==> config.mk <==
export PLATFORM = sky130hd
export DESIGN_NAME = rr_two_one_arbiter
export DESIGN_NICKNAME = d
export VERILOG_FILES = /design/src/rtl/rr_two_one_arbiter_pkg.sv /design/src/rtl/rr_two_one_arbiter_out_reg.sv /design/src/rtl/rr_two_one_arbiter.sv
export SDC_FILE = /design/constraint.sdc
export NUM_CORES = 1
export LEC_CHECK = 0
export ABC_AREA = 1
export ABC_CLOCK_PERIOD_IN_PS = 2850
export CORE_ASPECT_RATIO = 0.7
export CORE_MARGIN = 5
export CORE_UTILIZATION = 30
export CTS_CLUSTER_DIAMETER = 30
export CTS_CLUSTER_SIZE = 30
export DETAILED_ROUTE_END_ITERATION = 12
export SKIP_CTS_REPAIR_TIMING = 1
export SYNTH_ARGS = -nofsm -noshare
export SYNTH_HDL_FRONTEND = slang
export SYNTH_SLANG_ARGS = --single-unit
==> constraint.sdc <==
create_clock -name clk -period 2.85 [get_ports clk]
set_input_delay 0.285 -clock clk [delete_from_list [all_inputs] [get_ports clk]]
set_output_delay 0.285 -clock clk [all_outputs]
set_load 0.02 [all_outputs]
==> src/rtl/rr_two_one_arbiter_pkg.sv <==
// -----------------------------------------------------------------------------
// rr_two_one_arbiter_pkg
//   Shared definitions for the round-robin 2:1 arbiter:
//     - arb_state_e : FSM state encoding (ARB_IDLE=0, ARB_G0=1, ARB_G1=2)
//     - beat_cnt_w(): width of the per-grant beat counter, clog2(BURST_LEN)
//                     with a floor of 1 bit so BURST_LEN=1 still has a counter
// -----------------------------------------------------------------------------
package rr_two_one_arbiter_pkg;

    typedef enum logic [1:0] {
        ARB_IDLE = 2'd0,
        ARB_G0   = 2'd1,
        ARB_G1   = 2'd2
    } arb_state_e;

    function automatic int beat_cnt_w(input int burst_len);
        return (burst_len > 1) ? $clog2(burst_len) : 1;
    endfunction

endpackage

==> src/rtl/rr_two_one_arbiter_out_reg.sv <==
// -----------------------------------------------------------------------------
// arb_out_reg
//   Output register of the arbiter. It captures the winning beat and its
//   source index, and holds both stable while the downstream stalls.
//   Ports:
//     clk, rst_n    clock, synchronous active-low reset
//     load          a source transfer happens this cycle
//     load_data     data of the transferring source
//     load_sel      index (0/1) of the transferring source
//     out_ready     downstream accepts the held beat
//     out_valid     a beat is held
//     out_data      held data
//     selector      held source index, drives the downstream mux select
// -----------------------------------------------------------------------------
module arb_out_reg #(
    parameter int DATA_W = 8
) (
    input  logic              clk,
    input  logic              rst_n,
    input  logic              load,
    input  logic [DATA_W-1:0] load_data,
    input  logic              load_sel,
    input  logic              out_ready,
    output logic              out_valid,
    output logic [DATA_W-1:0] out_data,
    output logic              selector
);

    // NOTE: sequential state uses non-blocking assignments so every register
    // samples the values that existed before this clock edge.
    always_ff @(posedge clk) begin
        if (!rst_n) begin
            out_valid <= 1'b0;
            out_data  <= '0;
            selector  <= 1'b0;
        end else if (load) begin
            out_valid <= 1'b1;
            out_data  <= load_data;
            selector  <= load_sel;
        end else if (out_ready) begin
            // Held beat consumed; data/selector keep their last value.
            out_valid <= 1'b0;
        end
    end

endmodule

==> src/rtl/rr_two_one_arbiter.sv <==
// -----------------------------------------------------------------------------
// rr_two_one_arbiter
//   Round-robin arbiter between two valid/ready sources feeding a 2:1 mux.
//   A source is granted for a burst of up to BURST_LEN beats; the winning
//   beat is registered together with its source index (selector).
//   Optional feature macro: ARB_STATS_EN adds saturating per-source transfer
//   counters grant_cnt0/grant_cnt1.
//   Ports:
//     clk, rst_n              clock, synchronous active-low reset
//     in0_valid/data/ready    source 0 handshake
//     in1_valid/data/ready    source 1 handshake
//     out_valid/data          registered winning beat
//     selector                registered source index of out_data
//     out_ready               downstream accepts beat
//     grant_cnt0/grant_cnt1   transfer counts (ARB_STATS_EN only)
// -----------------------------------------------------------------------------
module rr_two_one_arbiter
    import rr_two_one_arbiter_pkg::*;
#(
    parameter int DATA_W    = 8,
    parameter int BURST_LEN = 4,
    parameter int STAT_W    = 16
) (
    input  logic              clk,
    input  logic              rst_n,
    input  logic              in0_valid,
    input  logic [DATA_W-1:0] in0_data,
    output logic              in0_ready,
    input  logic              in1_valid,
    input  logic [DATA_W-1:0] in1_data,
    output logic              in1_ready,
    output logic              out_valid,
    output logic [DATA_W-1:0] out_data,
    output logic              selector,
    input  logic              out_ready
`ifdef ARB_STATS_EN
   ,output logic [STAT_W-1:0] grant_cnt0,
    output logic [STAT_W-1:0] grant_cnt1
`endif
);

    localparam int             BCW       = beat_cnt_w(BURST_LEN);
    localparam logic [BCW-1:0] LAST_BEAT = BCW'(BURST_LEN - 1);

    if (BURST_LEN < 1 || STAT_W < 1) begin : g_bad_param
        $error("rr_two_one_arbiter: BURST_LEN and STAT_W must be >= 1");
    end

    arb_state_e     state, state_nxt;
    logic           last_grant;
    logic [BCW-1:0] beat_cnt;
    logic           grant_entry;
    logic           can_accept;
    logic           xfer0, xfer1, xfer;
    logic           burst_done;

    // Ready never looks at the source's own valid, and is forced low in reset.
    assign can_accept = !out_valid || out_ready;
    assign in0_ready  = rst_n && (state == ARB_G0) && can_accept;
    assign in1_ready  = rst_n && (state == ARB_G1) && can_accept;

    assign xfer0      = in0_valid && in0_ready;
    assign xfer1      = in1_valid && in1_ready;
    assign xfer       = xfer0 || xfer1;
    assign burst_done = xfer && (beat_cnt == LAST_BEAT);

    // NOTE: every signal written here gets a default first, so no path can
    // leave it unassigned and infer a latch.
    always_comb begin
        state_nxt   = state;
        grant_entry = 1'b0;
        case (state)
            ARB_IDLE: begin
                grant_entry = in0_valid || in1_valid;
                if (in0_valid && in1_valid)
                    state_nxt = last_grant ? ARB_G0 : ARB_G1;
                else if (in0_valid)
                    state_nxt = ARB_G0;
                else if (in1_valid)
                    state_nxt = ARB_G1;
            end
            ARB_G0: begin
                // A finished burst always re-grants: the transferring source
                // is valid by definition, so IDLE is never the outcome here.
                if (burst_done) begin
                    grant_entry = 1'b1;
                    state_nxt   = in1_valid ? ARB_G1 : ARB_G0;
                end else if (!in0_valid) begin
                    grant_entry = in1_valid;
                    state_nxt   = in1_valid ? ARB_G1 : ARB_IDLE;
                end
            end
            ARB_G1: begin
                if (burst_done) begin
                    grant_entry = 1'b1;
                    state_nxt   = in0_valid ? ARB_G0 : ARB_G1;
                end else if (!in1_valid) begin
                    grant_entry = in0_valid;
                    state_nxt   = in0_valid ? ARB_G0 : ARB_IDLE;
                end
            end
            default: state_nxt = ARB_IDLE;
        endcase
    end

    always_ff @(posedge clk) begin
        if (!rst_n) begin
            state      <= ARB_IDLE;
            last_grant <= 1'b1;    // source 0 wins the first tie
            beat_cnt   <= '0;
        end else begin
            state <= state_nxt;
            if (grant_entry) begin
                beat_cnt   <= '0;
                last_grant <= (state_nxt == ARB_G1);
            end else if (xfer) begin
                beat_cnt <= beat_cnt + 1'b1;
            end
        end
    end

    arb_out_reg #(
        .DATA_W (DATA_W)
    ) u_out_reg (
        .clk       (clk),
        .rst_n     (rst_n),
        .load      (xfer),
        .load_data (xfer1 ? in1_data : in0_data),
        .load_sel  (xfer1),
        .out_ready (out_ready),
        .out_valid (out_valid),
        .out_data  (out_data),
        .selector  (selector)
    );

`ifdef ARB_STATS_EN
    always_ff @(posedge clk) begin
        if (!rst_n) begin
            grant_cnt0 <= '0;
            grant_cnt1 <= '0;
        end else begin
            if (xfer0 && (grant_cnt0 != '1)) grant_cnt0 <= grant_cnt0 + 1'b1;
            if (xfer1 && (grant_cnt1 != '1)) grant_cnt1 <= grant_cnt1 + 1'b1;
        end
    end
`endif

endmodule
==> impl_metrics.ini <==
[synthesis]
synth_compound_area_frac = 0.1991
synth_top_family_by_area = simple AND/OR/NAND/NOR gates
ys_seq_area_frac = 0.3414
synth_xor_area_frac = 0
synth_cell_types = 23
synth.avg_cell_area_um2 = 6.819
synthMuxAreaShare = 0
synthCells = 129
synth_fa_ha_area_frac = 0.07112
synth_nets = 155
yosysWarnings = 0
syn_area_um2 = 879.6
synth-simple-area-share = 0.2760
synth-seq-cells = 15

[worst_setup_path]
r2r_cells = 13
r2r_slack_ns = 0.78
r2r-end = last_grant
cp-end-kind = output port
crit_type = primary input to output port
arrival_ns = 1.93
r2r-start = state[0]
critPathBufInv = 2
slowest_stage = clkdlybuf4s50_1
max_stage_delay_ns = 0.73
cp_common_cell = clkdlybuf4s50_1
start_kind = primary input
critical-path-top-delay-family = buffers and inverters
crit_required_ns = 2.57
path_cells = clkdlybuf4s50_1 -> nand2_1 -> nor2_1 -> clkdlybuf4s50_1
path_max_fanout = 13

[cells_and_area]
final_area_um2 = 1266
layout-drive-gt1-share = 0.08696
n_antenna_cell = 0
area_growth_pct = 43.95
seq_area_um2 = 300.3
multiInputGateArea_um2 = 480.5
n_fill_cell = 271
nNetsFinal = 188

[detailed_routing]
num_vias = 934
drc = 0
ant_nets = 0
drtIter0Drc = 56
drtPass1Iterations = 4
via_per_inst = 4.741
routed_wl_um = 2336
post_drt_wl_per_cell_um = 11.86

[die]
core.rowCount = 16
die_w_um = 74.72
initial_utilization = 0.3138
core-area_um2 = 2803
die-area_um2 = 4132
die_y_um = 55.31
boundaryPins = 33

[placed_design]
place_ws_ns = 0.4344
gp_congestion = 0.8773
dpl_cell_area_um2 = 1217
place_hpwl_um = 1946
placement.io_buffers = 32

[sta]
finalCritPeriodShare = 0.7769
tightest_slew_ns = 0.4298
period_needed_ns = 2.214
final_hold_viol_count = 0
drv_slew = 0
setup_viol = 0
setup_tns_ns = 0
fin_skew_ns = 0.009936
final.setup.worst_slack_ns = 0.6359
max_freq_mhz = 451.7
rsz0062_at_grt = false
fin_hold_ws_ns = 0.4718
slew_headroom = 0.7126

[pwr]
p_total_mw = 0.5852
peakVddDrop_mv = 0.2760
leakage_nw = 0.5703
p_per_area_nw_per_um2 = 462.1

[worst_hold_path]
hold_path_end = beat_cnt[1]
min_path_cells = 2
hold_class = flip-flop to flip-flop
min_from = beat_cnt[1]

[run_status]
outcome = finished, final reports clean

[cts]
clockBufferDepth = 2
cts_tree = built
htree_num_levels = 1
clk_latency_ns = 0.25
cts.sinks = 15
clk_pin_slew_ns = 0.07
numCtsBuffers = 3
root_buffer = clkbuf_8

[global_routing]
grt_pass1_vias = 896
grt_pass1_wl_um = 3836
grt_max_degree = 23
grtUsageTotal = 0.1173
antenna_found_initial = 0
grt_overflow = 0

[run]
maxCapViolations = 0
## kinds of logic (layout without fill, tap and decap cells)
group / Yosys count / count (layout)
fa+ha+maj: 5 / 5
buf+inv: 23 / 55
compound gates: 31 / 31
flops: 15 / 15
simple gates: 55 / 55
## final cells by class
| cell class | count | area share |
|---|---|---|
| sequential | 15 | 0.2372 |
| timing repair buffer | 32 | 0.2530 |
| tap | 36 | 0.03557 |
| clock inverter | 1 | 0.005929 |
| clock buffer | 3 | 0.03261 |
| inverter | 19 | 0.05632 |
| multi-input combinational | 91 | 0.3794 |
## worst max-delay path by stage
stage	from	endpoint	slack, ns	cells after the start
after floorplan	state[0]	u_out_reg.out_valid	1.35	10
after global placement	rst_n	last_grant	0.53	12
after detailed placement	rst_n	last_grant	0.43	12
after CTS	rst_n	in1_ready	0.64	4
after global routing	rst_n	last_grant	0.46	12
final	rst_n	in1_ready	0.64	4
## per-stage QoR
| step | util | cells |
|---|---|---|
| finish | 0.4518 | 197 |
| floorplan | - | 129 |
| global route | 0.4518 | 197 |
| global placement | 0.4344 | 193 |
| detailed placement | 0.4344 | 193 |
| CTS | 0.4518 | 197 |
## worst min-delay path, delay by kind of cell, from the launching register on
family / cells / cell delay, ns
AO/OA/AOI/OAI: 1 / 0.05
AND/OR/NAND/NOR: 1 / 0.06
flip-flops: 1 / 0.32
## registers in the layout (all words and copies together) (netlist names)
signal and flops:
u_out_reg.out_data 8, beat_cnt 2, state 2, last_grant 1, u_out_reg.out_valid 1, u_out_reg.selector 1
## power breakdown
part / total [mW] / leakage, nW / internal (mW) / switching, mW
Sequential: 0.241 / 0.122 / 0.228 / 0.0132
Clock: 0.177 / 0.0217 / 0.0981 / 0.0792
Combinational: 0.167 / 0.426 / 0.0781 / 0.0888
## metal layers
layer	part of all wire	vias up	track usage
met2	0.52	24	0.1927
met1	0.44	426	0.1484
li1	-	482	-
met5	0	-	0
met3	0.034	2	0.03804
met4	0.0026	0	0.02538
## cells in the mapped netlist, drive strengths merged
library cell | n | area [um2]
a31oi | 8 | 50.05
nand3 | 9 | 55.05
dfxtp | 15 | 300.3
buf | 4 | 27.52
o21a | 1 | 7.510
o21ai | 15 | 75.07
a21boi | 2 | 15.01
clkinv | 1 | 3.750
ha | 5 | 62.56
nor2 | 4 | 15.01
or2 | 1 | 6.260
o211ai | 1 | 7.510
inv | 18 | 67.57
nand2 | 41 | 166.4
a21oi | 4 | 20.02
## cell usage in the layout, fill, tap and decap left out, drive strengths merged, types with 3 or more instances in the layout
cell type,netlist,final
a21oi,4,4
a31oi,8,8
clkbuf,0,3
clkdlybuf4s50,0,32
dfxtp,15,15
ha,5,5
inv,18,18
nand2,41,41
nand3,9,9
nor2,4,4
o21ai,15,15
No activity file was read; power rests on OpenSTA's default activity.
